--- src/rtl/trig_arbiter.sv ---
// Purpose: round-robin arbiter sharing one sin/cos lookup table among NUM_REQ motion requesters.
// Latency: req sampled at edge N -> grant after N -> response (rsp_valid) after N+1; one lookup per clock.
// Backpressure: none; a requester holds req/angle until it sees grant, the last grantee is masked for one cycle.
//
// Ports: frame_clk/Reset (async, active-high); req[NUM_REQ] level requests; angle_in[6*NUM_REQ]
// heading indices (0..MAX_ANGLE, 8 deg/step); grant one-hot; rsp_valid/rsp_id/sin_out/cos_out
// sign-magnitude response (bit7 = negative); bad_angle sticky out-of-range flag; busy activity flag.
// Optional macro TRIG_ARB_RESULT_HOLD_EN adds per-requester result slots sin_hold/cos_hold.
module trig_arbiter #(
    parameter int NUM_REQ   = 4,
    parameter int ID_W      = 3,
    parameter int MAX_ANGLE = 44
) (
    input  logic                   frame_clk,
    input  logic                   Reset,
    input  logic [NUM_REQ-1:0]     req,
    input  logic [6*NUM_REQ-1:0]   angle_in,
    output logic [NUM_REQ-1:0]     grant,
    output logic                   rsp_valid,
    output logic [ID_W-1:0]        rsp_id,
    output logic [7:0]             sin_out,
    output logic [7:0]             cos_out,
    output logic                   bad_angle,
    output logic                   busy
`ifdef TRIG_ARB_RESULT_HOLD_EN
    ,
    output logic [8*NUM_REQ-1:0]   sin_hold,
    output logic [8*NUM_REQ-1:0]   cos_hold
`endif
);

    // ------------------------------------------------------------------
    // Stage 0: arbitration
    // ------------------------------------------------------------------
    logic [ID_W-1:0]    rr_ptr;
    logic [NUM_REQ-1:0] eligible;
    logic               win_found;
    logic [ID_W-1:0]    win_id;
    logic [NUM_REQ-1:0] win_onehot;
    logic [5:0]         win_angle;
    logic [ID_W-1:0]    next_ptr;
    logic [5:0]         angle_q;
    logic [ID_W-1:0]    id_q;

    always_comb begin
        // Last cycle's grantee is masked so it cannot win twice in a row.
        eligible   = req & ~grant;
        win_found  = 1'b0;
        win_id     = '0;
        win_onehot = '0;
        win_angle  = '0;
        // Offset i from rr_ptr lands on requester j either directly or after wrapping.
        for (int i = 0; i < NUM_REQ; i++) begin
            for (int j = 0; j < NUM_REQ; j++) begin
                if (!win_found && eligible[j] &&
                    ((int'(rr_ptr) + i == j) || (int'(rr_ptr) + i == j + NUM_REQ))) begin
                    win_found     = 1'b1;
                    win_id        = ID_W'(j);
                    win_onehot[j] = 1'b1;
                    win_angle     = angle_in[6*j +: 6];
                end
            end
        end
        next_ptr = (int'(win_id) == NUM_REQ - 1) ? '0 : win_id + ID_W'(1);
    end

    always_ff @(posedge frame_clk or posedge Reset) begin
        if (Reset) begin
            grant   <= '0;
            rr_ptr  <= '0;
            angle_q <= '0;
            id_q    <= '0;
        end else if (win_found) begin
            grant   <= win_onehot;
            rr_ptr  <= next_ptr;
            angle_q <= win_angle;
            id_q    <= win_id;
        end else begin
            grant   <= '0;
        end
    end

    // ------------------------------------------------------------------
    // Stage 1: table lookup
    // ------------------------------------------------------------------
    // Magnitudes round(127*sin x) and round(127*cos x) for x = 4k degrees, k = 0..22.
    // Every multiple of 8 degrees folds onto one of these first-quadrant angles.
    function automatic logic [13:0] mag_lut(input logic [4:0] k);
        case (k)
            5'd0:    mag_lut = {7'd0,   7'd127};
            5'd1:    mag_lut = {7'd9,   7'd127};
            5'd2:    mag_lut = {7'd18,  7'd126};
            5'd3:    mag_lut = {7'd26,  7'd124};
            5'd4:    mag_lut = {7'd35,  7'd122};
            5'd5:    mag_lut = {7'd43,  7'd119};
            5'd6:    mag_lut = {7'd52,  7'd116};
            5'd7:    mag_lut = {7'd60,  7'd112};
            5'd8:    mag_lut = {7'd67,  7'd108};
            5'd9:    mag_lut = {7'd75,  7'd103};
            5'd10:   mag_lut = {7'd82,  7'd97};
            5'd11:   mag_lut = {7'd88,  7'd91};
            5'd12:   mag_lut = {7'd94,  7'd85};
            5'd13:   mag_lut = {7'd100, 7'd78};
            5'd14:   mag_lut = {7'd105, 7'd71};
            5'd15:   mag_lut = {7'd110, 7'd64};
            5'd16:   mag_lut = {7'd114, 7'd56};
            5'd17:   mag_lut = {7'd118, 7'd48};
            5'd18:   mag_lut = {7'd121, 7'd39};
            5'd19:   mag_lut = {7'd123, 7'd31};
            5'd20:   mag_lut = {7'd125, 7'd22};
            5'd21:   mag_lut = {7'd126, 7'd13};
            5'd22:   mag_lut = {7'd127, 7'd4};
            default: mag_lut = {7'd0,   7'd127};
        endcase
    endfunction

    logic        angle_bad;
    logic [5:0]  lut_idx;
    logic [6:0]  a2;
    logic [4:0]  fold_k;
    logic        sin_neg;
    logic        cos_neg;
    logic [13:0] mags;
    logic [7:0]  sin_val;
    logic [7:0]  cos_val;

    always_comb begin
        angle_bad = (angle_q > 6'(MAX_ANGLE));
        lut_idx   = angle_bad ? 6'd0 : angle_q;
        a2        = {lut_idx, 1'b0};
        fold_k    = '0;
        sin_neg   = 1'b0;
        cos_neg   = 1'b0;
        // Quadrant folding of theta = 8a degrees; k is the folded angle in 4-degree units.
        if (lut_idx <= 6'd11) begin
            fold_k = a2[4:0];                    // 0..88: theta itself
        end else if (lut_idx <= 6'd22) begin
            fold_k  = 5'(7'd45 - a2);            // 96..176: 180 - theta
            cos_neg = 1'b1;
        end else if (lut_idx <= 6'd33) begin
            fold_k  = 5'(a2 - 7'd45);            // 184..264: theta - 180
            sin_neg = 1'b1;
            cos_neg = 1'b1;
        end else if (lut_idx <= 6'd44) begin
            fold_k  = 5'(7'd90 - a2);            // 272..352: 360 - theta
            sin_neg = 1'b1;
        end
        mags = mag_lut(fold_k);
        // A zero magnitude never carries a sign.
        sin_val = {sin_neg && (mags[13:7] != 7'd0), mags[13:7]};
        cos_val = {cos_neg && (mags[6:0]  != 7'd0), mags[6:0]};
    end

    always_ff @(posedge frame_clk or posedge Reset) begin
        if (Reset) begin
            rsp_valid <= 1'b0;
            rsp_id    <= '0;
            sin_out   <= 8'h00;
            cos_out   <= 8'h7F;
            bad_angle <= 1'b0;
        end else begin
            rsp_valid <= |grant;
            if (|grant) begin
                rsp_id  <= id_q;
                sin_out <= sin_val;
                cos_out <= cos_val;
                if (angle_bad) begin
                    bad_angle <= 1'b1;
                end
            end
        end
    end

    assign busy = (|grant) | rsp_valid;

`ifdef TRIG_ARB_RESULT_HOLD_EN
    // Per-requester copy of the most recent response, so requesters need no capture logic.
    always_ff @(posedge frame_clk or posedge Reset) begin
        if (Reset) begin
            for (int j = 0; j < NUM_REQ; j++) begin
                sin_hold[8*j +: 8] <= 8'h00;
                cos_hold[8*j +: 8] <= 8'h7F;
            end
        end else if (rsp_valid) begin
            for (int j = 0; j < NUM_REQ; j++) begin
                if (rsp_id == ID_W'(j)) begin
                    sin_hold[8*j +: 8] <= sin_out;
                    cos_hold[8*j +: 8] <= cos_out;
                end
            end
        end
    end
`endif

endmodule

--- config.mk ---
export PLATFORM = sky130hd
export DESIGN_NAME = trig_arbiter
export DESIGN_NICKNAME = d
export VERILOG_FILES = /design/src/rtl/trig_arbiter.sv
export SDC_FILE = /design/constraint.sdc
export NUM_CORES = 1
export LEC_CHECK = 0
export ABC_AREA = 1
export ABC_CLOCK_PERIOD_IN_PS = 4350
export BUFFER_PORTS_ARGS = -buffer_cell sky130_fd_sc_hd__buf_2
export CAP_MARGIN = 20
export CORE_MARGIN = 2
export CORE_UTILIZATION = 45
export DETAILED_ROUTE_END_ITERATION = 16
export PLACE_DENSITY_LB_ADDON = 0.05
export SYNTH_ARGS = -nofsm -noshare
export SYNTH_HDL_FRONTEND = slang
export SYNTH_SLANG_ARGS = --single-unit
--- constraint.sdc ---
create_clock -name frame_clk -period 4.35 [get_ports frame_clk]
set_input_delay 0.87 -clock frame_clk [delete_from_list [all_inputs] [get_ports frame_clk]]
set_output_delay 0.87 -clock frame_clk [all_outputs]
set_load 0.02 [all_outputs]
### Word-level counts from Yosys, hierarchy flattened

Memory sizes are Yosys's and may differ from the RTL's.
Cells that the tools add are included.

* memory bits (read-only): 448
* input bits: 30
* register bits after elaboration: 37
* output and inout port bits: 26
* memories: 1

Memory list
* (no name shown): words 32, width 14, read ports 1, clocked after Yosys merged registers in 0, wr ports 0, RTL line 89 `case (k)`

* reductions and logical operators: 72
* add/sub/neg operators: 7
* muxes and demuxes: 76
* $lt $le $gt $ge: 5
* equal/unequal tests: 29
* bitwise operators: 3

Operators by type and width (count)
* 32-bit by 4-bit == test with 1-bit output (second input constant): 9
* 32-bit by 3-bit == test with 1-bit output (second input constant): 6
* 32-bit logical NOT: 4
* 6-bit 2-to-1 mux: 17
* 32-bit by 2-bit == test with 1-bit output (second input constant): 3
* 3-bit 2-to-1 mux: 15
* 1-bit 2-to-1 mux: 39
* 1-bit logical AND: 33
* 5-bit 2-to-1 mux: 4
* 1-bit logical OR: 16
* 3-bit == test (second input constant): 5
* 1-bit logical NOT: 15
* 7-bit nonzero test: 2
* 4-bit by 3-bit == test with 1-bit output (second input constant): 3
* 6-bit <= comparator (second input constant): 2
* 3-bit by 2-bit adder with 4-bit output (second input constant): 2
* 3-bit by 2-bit == test with 1-bit output (second input constant): 2
* 6-bit > comparator (second input constant): 1
* 6-bit by 4-bit <= comparator with 1-bit output (second input constant): 1
* 6-bit by 5-bit <= comparator with 1-bit output (second input constant): 1
* 4-bit by 5-bit subtractor with 5-bit output (first input constant): 1
* 5-bit by 4-bit subtractor with 5-bit output (second input constant): 1
* 5-bit subtractor (first input constant): 1
* 3-bit by 1-bit adder with 4-bit output (second input constant): 1
* other kinds (8): 8

### Longest topological paths before layout

Gate-level depths: netlist of the first run.

* depth in word-level cells: 66
* mapped depth: 28
* mapped depth without buffers: 26

### Worst setup path before layout of the first run

OpenSTA, ideal clock, no wires.

* path kind: input to register
* start point: input req[2]
* end point: register rr_ptr[1]
* cell stages on the path: 20
* setup slack: 1.272 ns
* arrival time: 2.957 ns
* data required time: 4.229 ns
* setup time: 0.121 ns
* cells stage by stage: inv_1 > nor2_1 > nand2_1 > nand3_2 > nor3_2 > nand3_2 > nor3_4 > nand3_2 > nor2_1 > inv_2 > nor2_4 > nand2_4 > nor2_8 > nand2_1 > nand2_1 > nor2_1 > inv_1 > ha_1 > nand2_1 > o21ai_1

* longest elaborated chain between the ends: 58
* elaborated cells between the ends (all ways): 73

Ends and longest elaborated chain
* start: declaration: RTL line 16 `input logic [NUM_REQ-1:0] req,`
* 4-bit AND *: RTL line 47 `eligible = req & ~grant;`
* 1-bit logical AND (2 in series): RTL line 55 `if (!win_found && eligible[j] &&`
* 1-bit 2-to-1 mux: RTL line 55
* 1-bit logical NOT: RTL line 55
* 1-bit logical AND (2 in series): RTL line 55
* 1-bit 2-to-1 mux: RTL line 55
* 1-bit logical NOT: RTL line 55
* 1-bit logical AND (2 in series): RTL line 55
* [40 not listed]
* 1-bit 2-to-1 mux: RTL line 55
* 1-bit logical NOT: RTL line 55
* 1-bit logical AND (2 in series): RTL line 55
* 3-bit 2-to-1 mux *: RTL line 55
* named net win_id[1]: RTL line 38 `logic [ID_W-1:0] win_id;`
* 3-bit by 1-bit adder with 3-bit output or 3-bit == test (tied branches): RTL line 64 `next_ptr = (int'(win_id) == NUM_REQ - 1) ? '0 : win_id + ID_W'(1);`
* 3-bit 2-to-1 mux *: RTL line 64
* named net next_ptr[1]: RTL line 41 `logic [ID_W-1:0] next_ptr;`
* end signal: assignment: RTL line 75 `rr_ptr <= next_ptr;`
* end: declaration: RTL line 35 `logic [ID_W-1:0] rr_ptr;`

Mark *: on every way through the listed nets, which the timed path passes. The rest lies on a longest branch.
A chain may end at the register's enable or synchronous reset.

### Worst setup path after layout of the first run

* start point: register angle_q[3]
* end point: register cos_out[7]

* longest elaborated chain between the ends: 10
* elaborated cells between the ends (all ways): 19

Ends and longest elaborated chain
* start: declaration: RTL line 42 `logic [5:0] angle_q;`
* start signal: assignment: RTL line 76 `angle_q <= win_angle;`
* 6-bit > comparator: RTL line 128 `angle_bad = (angle_q > 6'(MAX_ANGLE));`
* 6-bit 2-to-1 mux *: RTL line 129 `lut_idx = angle_bad ? 6'd0 : angle_q;`
* 5-bit subtractor or 6-bit <= comparator (tied branches): RTL line 145, 144
* 5-bit 2-to-1 mux: RTL line 144 `end else if (lut_idx <= 6'd44) begin`
* 5-bit 2-to-1 mux: RTL line 140 `end else if (lut_idx <= 6'd33) begin`
* 5-bit 2-to-1 mux: RTL line 137 `end else if (lut_idx <= 6'd22) begin`
* 5-bit 2-to-1 mux: RTL line 135 `if (lut_idx <= 6'd11) begin`
* memory read 32 x 14 bit
* 7-bit nonzero test: RTL line 151 `cos_val = {cos_neg && (mags[6:0] != 7'd0), mags[6:0]};`
* 1-bit logical AND *: RTL line 151
* end signal: assignment: RTL line 166 `cos_out <= cos_val;`
* end: declaration: RTL line 22 `output logic [7:0] cos_out,`

Mark *: on every way between the ends. The rest lies on a longest branch, timed or not.

==> results of run 1 <==
-- synthesized netlist by cell type, types with 4 or more instances --
master	number	share of area [%]
inv_1	64	7.0
nand2_1	166	18
dfstp_2	7	5.3
clkbuf_1	5	0.54
inv_2	13	1.4
nand3_2	4	1.2
a21oi_1	15	2.2
nor4_1	4	0.72
nor2_1	74	8.0
ha_1	16	5.8
a31oi_1	7	1.3
o21ai_0	13	1.9
nand3_1	71	10
dfrtp_1	27	20
nand4_1	17	3.1
nand2_2	9	1.6
buf_4	4	0.87
o211ai_1	5	1.1
o21ai_1	9	1.3
-- worst min-delay path, delay by kind of cell (launching register included) --
| family | cells | cell delay, ps |
|---|---|---|
| flops | 1 | 370 |
| simple gates | 2 | 100 |
-- stage by stage --
stage	setup WS [ps]	area, sq um
after floorplan	1272	3453
after global placement	617.3	3810
after global routing	108.5	3905
after CTS	582.7	3905
after detailed placement	602.6	3810
final	541.0	3905
-- worst min path at each step --
| stage | slack (ps) | end | start |
|---|---|---|---|
| final | 470 | cos_out[3] | cos_out[3] |
| after floorplan | 440 | rsp_id[0] | id_q[0] |
| after CTS | 480 | cos_out[3] | cos_out[3] |
| after global routing | 500 | cos_out[4] | cos_out[4] |
| after global placement | 460 | bad_angle | bad_angle |
| after detailed placement | 460 | sin_out[0] | sin_out[0] |
-- final cells by class --
type | instances | area share, %
timing repair buffer | 59 | 7.882
clock inverter | 2 | 0.3204
sequential | 34 | 22.01
tap | 99 | 3.172
inverter | 78 | 7.498
clock buffer | 6 | 2.115
multi-input combinational | 438 | 57.00
-- per-layer routing --
| layer | part of all wire (%) | vias up | track usage (%) |
|---|---|---|---|
| li1 | - | 1939 | - |
| met1 | 41 | 1758 | 30.18 |
| met2 | 50 | 149 | 43.14 |
| met3 | 5.9 | 24 | 3.651 |
| met4 | 2.6 | 0 | 8.838 |
| met5 | 0 | - | 0 |
-- flip-flops by register name, summed over array words and instances, names as in the netlist --
signal,cells
rsp_valid,1
rsp_id,2
grant,4
cos_out,8
sin_out,8
angle_q,6
rr_ptr,2
id_q,2
bad_angle,1
-- logic make-up (layout without fill, tap and decap cells) --
| family | after synthesis | count (layout) |
|---|---|---|
| simple gates | 359 | 359 |
| fa+ha+maj | 16 | 16 |
| buf+inv | 91 | 145 |
| flops | 34 | 34 |
| other cells | 1 | 1 |
| compound gates | 62 | 62 |
==> out/metrics.cfg, run 1 <==
[run_status]
status=finished, final reports clean

[cells_and_area]
layout_commonest_cell=nand2_1
nFillCells=760
diodes=0
seqCellArea_sq_um=859.6
final_cell_mix=nand2_1, nor2_1, nand3_1, inv_1, buf_2
drive_above_1_share_pct=19.12
finalNonFillerCells=716
area_growth_syn_to_layout_pct=13.08
multi_input_area_sq_um=2226
final_core_util_pct=53.27
nets=662

[critical_path]
path_buf_inv=6
crit_cells=26
r2r_slack_ps=540
path_max_fanout=14
startpoint=angle_q[3]
cp_common_cell=nand2_1
worstPathRequired_ps=4580
cpPeakStageDelay_ps=560
crit_path_top_delay_cell=dfrtp_1
r2r_start=angle_q[3]
crit_arrival_ps=4040
rr_worst_depth=26
worstSetupStartpointType=flip-flop
crit_type=reg2reg
critical_path.endpoint_type=flip-flop
r2r_end=cos_out[7]
critPathTopFamily=simple AND/OR/NAND/NOR gates
critPathCapture=cos_out[7]

[timing]
clock_skew_ps=6.981
finalHoldViolCount=0
tightest_slew_ps=848.4
slew_headroom_pct=42.97
rsz0062_at_grt=no
fmax_mhz=262.5
slew_violations=0
setup_viol=0
holdWs_ps=474.8
tns_ps=0
period_minus_slack_ps=3809
timing.final.crit_share_pct=87.56

[grt]
antenna_found_initial=0
grt_first_pass_wirelength_microns=16880
grt_pass1_vias=3566
grt_overflow=0
grt_usage_pct=24.52
grt_max_degree=35

[logic_synthesis]
synthMuxAreaShare_pct=0
post_synth_instance_area_sq_um=3453
synth-xor-area-share_pct=0
synth_fa_ha_area_share_pct=5.797
synth_ff_type=dfrtp_1
ys_seq_elements=34
syn-num-nets=609
async_flop_share_pct=100.0
synth_top_family_by_area=simple AND/OR/NAND/NOR gates
synthSimpleGateAreaFrac_pct=47.14
ys_seq_area_share_pct=24.89
synth_cell_types=40
syn_inst=563
synth_edf_count=0
synth_area_per_cell_sq_um=6.134
synth-compound-area-share_pct=11.23
synth_warnings=0

[cts]
clk_pin_slew_ps=70
cts_tree=built
clockBufferDepth=2
cts_hold_buf=0
cts_buffers=5
clock_sinks=34
ctsResizeCount=0
clk_latency_ps=290
htree_levels=2
root_buffer=clkbuf_8
cts_setup_buffers=0

[placement]
hpwl_microns=8021
gp_congestion=1.010
io_buffers=54
placed_cells=708

[floorplanning]
rows=31
dieHeight_microns=91.60
ios=56
core-area_sq_um=7331
start_util_pct=47.11
die_area_sq_um=8391
die_x_microns=91.60

[drt]
wl_per_cell_microns=14.16
drc=0
dr.pass1.iters=5
routed_wl_microns=10140
vias=3870
drtIter0Drc=133
viasPerCell=5.405
drtAntennaViolNets=0

[flow_run]
maxCapViolations=0

[worst_hold_path]
hp-class=reg2reg
min_path_cells=2

Power of run 1 is not shown: default switching activity piles up to over one toggle a cycle in this logic, so the estimate is an artifact.
==> inputs of run 2 (changes only) <==
--- a/config.mk
+++ b/config.mk
@@ -13,6 +13,8 @@
 export CORE_UTILIZATION = 45
 export DETAILED_ROUTE_END_ITERATION = 16
 export PLACE_DENSITY_LB_ADDON = 0.05
+export REMOVE_ABC_BUFFERS = 1
+export SETUP_SLACK_MARGIN = 0.4
 export SYNTH_ARGS = -nofsm -noshare
 export SYNTH_HDL_FRONTEND = slang
 export SYNTH_SLANG_ARGS = --single-unit
==> out/metrics.cfg, run 2 (synthesis results as in run 1) <==
[run_status]
status=finished, final reports clean

[timing]
rsz0062_at_grt=no
timing.final.crit_share_pct=81.24
finalHoldViolCount=0
period_minus_slack_ps=3534
slew_violations=0
tns_ps=0
setup_viol=0
slew_headroom_pct=44.32
clock_skew_ps=9.183
tightest_slew_ps=828.3
fmax_mhz=283.0

[placement]
gp_congestion=1.037
io_buffers=54
hpwl_microns=8248

[critical_path]
rr_worst_depth=20
critical_path.endpoint_type=flip-flop
crit_type=reg2reg
path_max_fanout=14
worstSetupStartpointType=flip-flop
worstPathRequired_ps=4530
crit_arrival_ps=3710

[cts]
cts_buffers=5
root_buffer=clkbuf_8
cts_hold_buf=0
cts_tree=built
clk_pin_slew_ps=70
htree_levels=2
clock_sinks=34
clockBufferDepth=2
clk_latency_ps=290

[flow_run]
maxCapViolations=0

[grt]
grt_pass1_vias=3711
antenna_found_initial=0
grt_overflow=0
grt_max_degree=23
grt_first_pass_wirelength_microns=17930
grt_usage_pct=26.21

[worst_hold_path]
hp-class=reg2reg
min_path_cells=2

[cells_and_area]
nets=664
layout_commonest_cell=nand2_1
final_cell_mix=nand2_1, nor2_1, nand3_1, inv_1, buf_2
area_growth_syn_to_layout_pct=15.43
reg.largest.list=cos_out x8, sin_out x8, angle_q x6
drive_above_1_share_pct=20.19
diodes=0

[floorplanning]
dieHeight_microns=91.60
die_area_sq_um=8391
rows=31
core-area_sq_um=7331
start_util_pct=47.11
die_x_microns=91.60
ios=56

[drt]
routed_wl_microns=10550
drtIter0Drc=152
drtAntennaViolNets=0
drc=0
wl_per_cell_microns=14.69
vias=3889
dr.pass1.iters=5
viasPerCell=5.416

[run 2: cell count changes in the layout (fill, tap and decap cells not counted)]
cell / delta
bufinv_16: +2
buf_4: +2
nand2_1: -2
dfrtp_1: -2
clkinv_2: -1
nand2_4: +1
clkinvlp_4: -1
nand2_2: +1
nor4_1: -1
dfrtp_2: +2
nor4_2: +1
[run 2: timing repair]
| action | CTS | global route |
|---|---|---|
| gates resized for setup | 0 | 6 |
| setup endpoints to repair | 0 | 15 |
| setup buffers | 0 | 1 |
[run 2: worst paths after layout]
kind                            start    endpoint  slack (ps)
setup / recovery           angle_q[5]  sin_out[7]         820
hold / removal             cos_out[3]  cos_out[3]         470
setup reg to reg           angle_q[5]  sin_out[7]         820
hold reg to reg            cos_out[3]  cos_out[3]         470
max in group asynchronous       Reset  cos_out[2]        2850
min in group asynchronous       Reset  sin_out[2]         730
[run 2: final cells by class]
cell class | count | area [sq um]
clock buffer | 6 | 82.58
clock inverter | 2 | 60.06
fill | 755 | 3344
inverter | 78 | 292.8
multi-input combinational | 438 | 2242
sequential | 34 | 862.1
tap | 99 | 123.9
timing repair buffer | 61 | 322.8
[run 2: per-layer routing]
metal	up-vias	routed length (microns)	GRT usage (%)
met5	-	0	0
met4	0	252	10.10
met3	20	645	3.651
met2	159	5133	45.47
met1	1765	4513	32.68
li1	1945	-	-
[run 2: per-stage QoR]
step           hold slack, ps  std cells  area, sq um  setup WS, ps  utilization, %
2_1_floorplan           442.6        550         3372         479.0               -
3_3_place_gp            459.3        709         3817         614.1           52.07
3_5_place_dp            461.9        709         3817         584.7           52.07
4_1_cts                 471.2        717         3960         599.8           54.02
5_1_grt                 482.3        718         3986         412.3           54.38
6_report                470.3        718         3986         816.0           54.38
[run 2: critical path, stage by stage (launching register included)]
cell and delay (ps):
dfrtp_2 460, inv_1 120, nor2_1 100, nand3_1 110
nand2_4 170, nand2_1 150, inv_1 110, ha_1 150
nor2_1 70, o311ai_1 480, nand2_1 280, inv_1 250
ha_1 280, nand2_1 120, nand2_1 60, nand2_1 60
nand3_1 140, nor2_1 130, nand3_1 80, nand2_1 60
nand2_1 50
Power of run 2 is left out for the same reason.
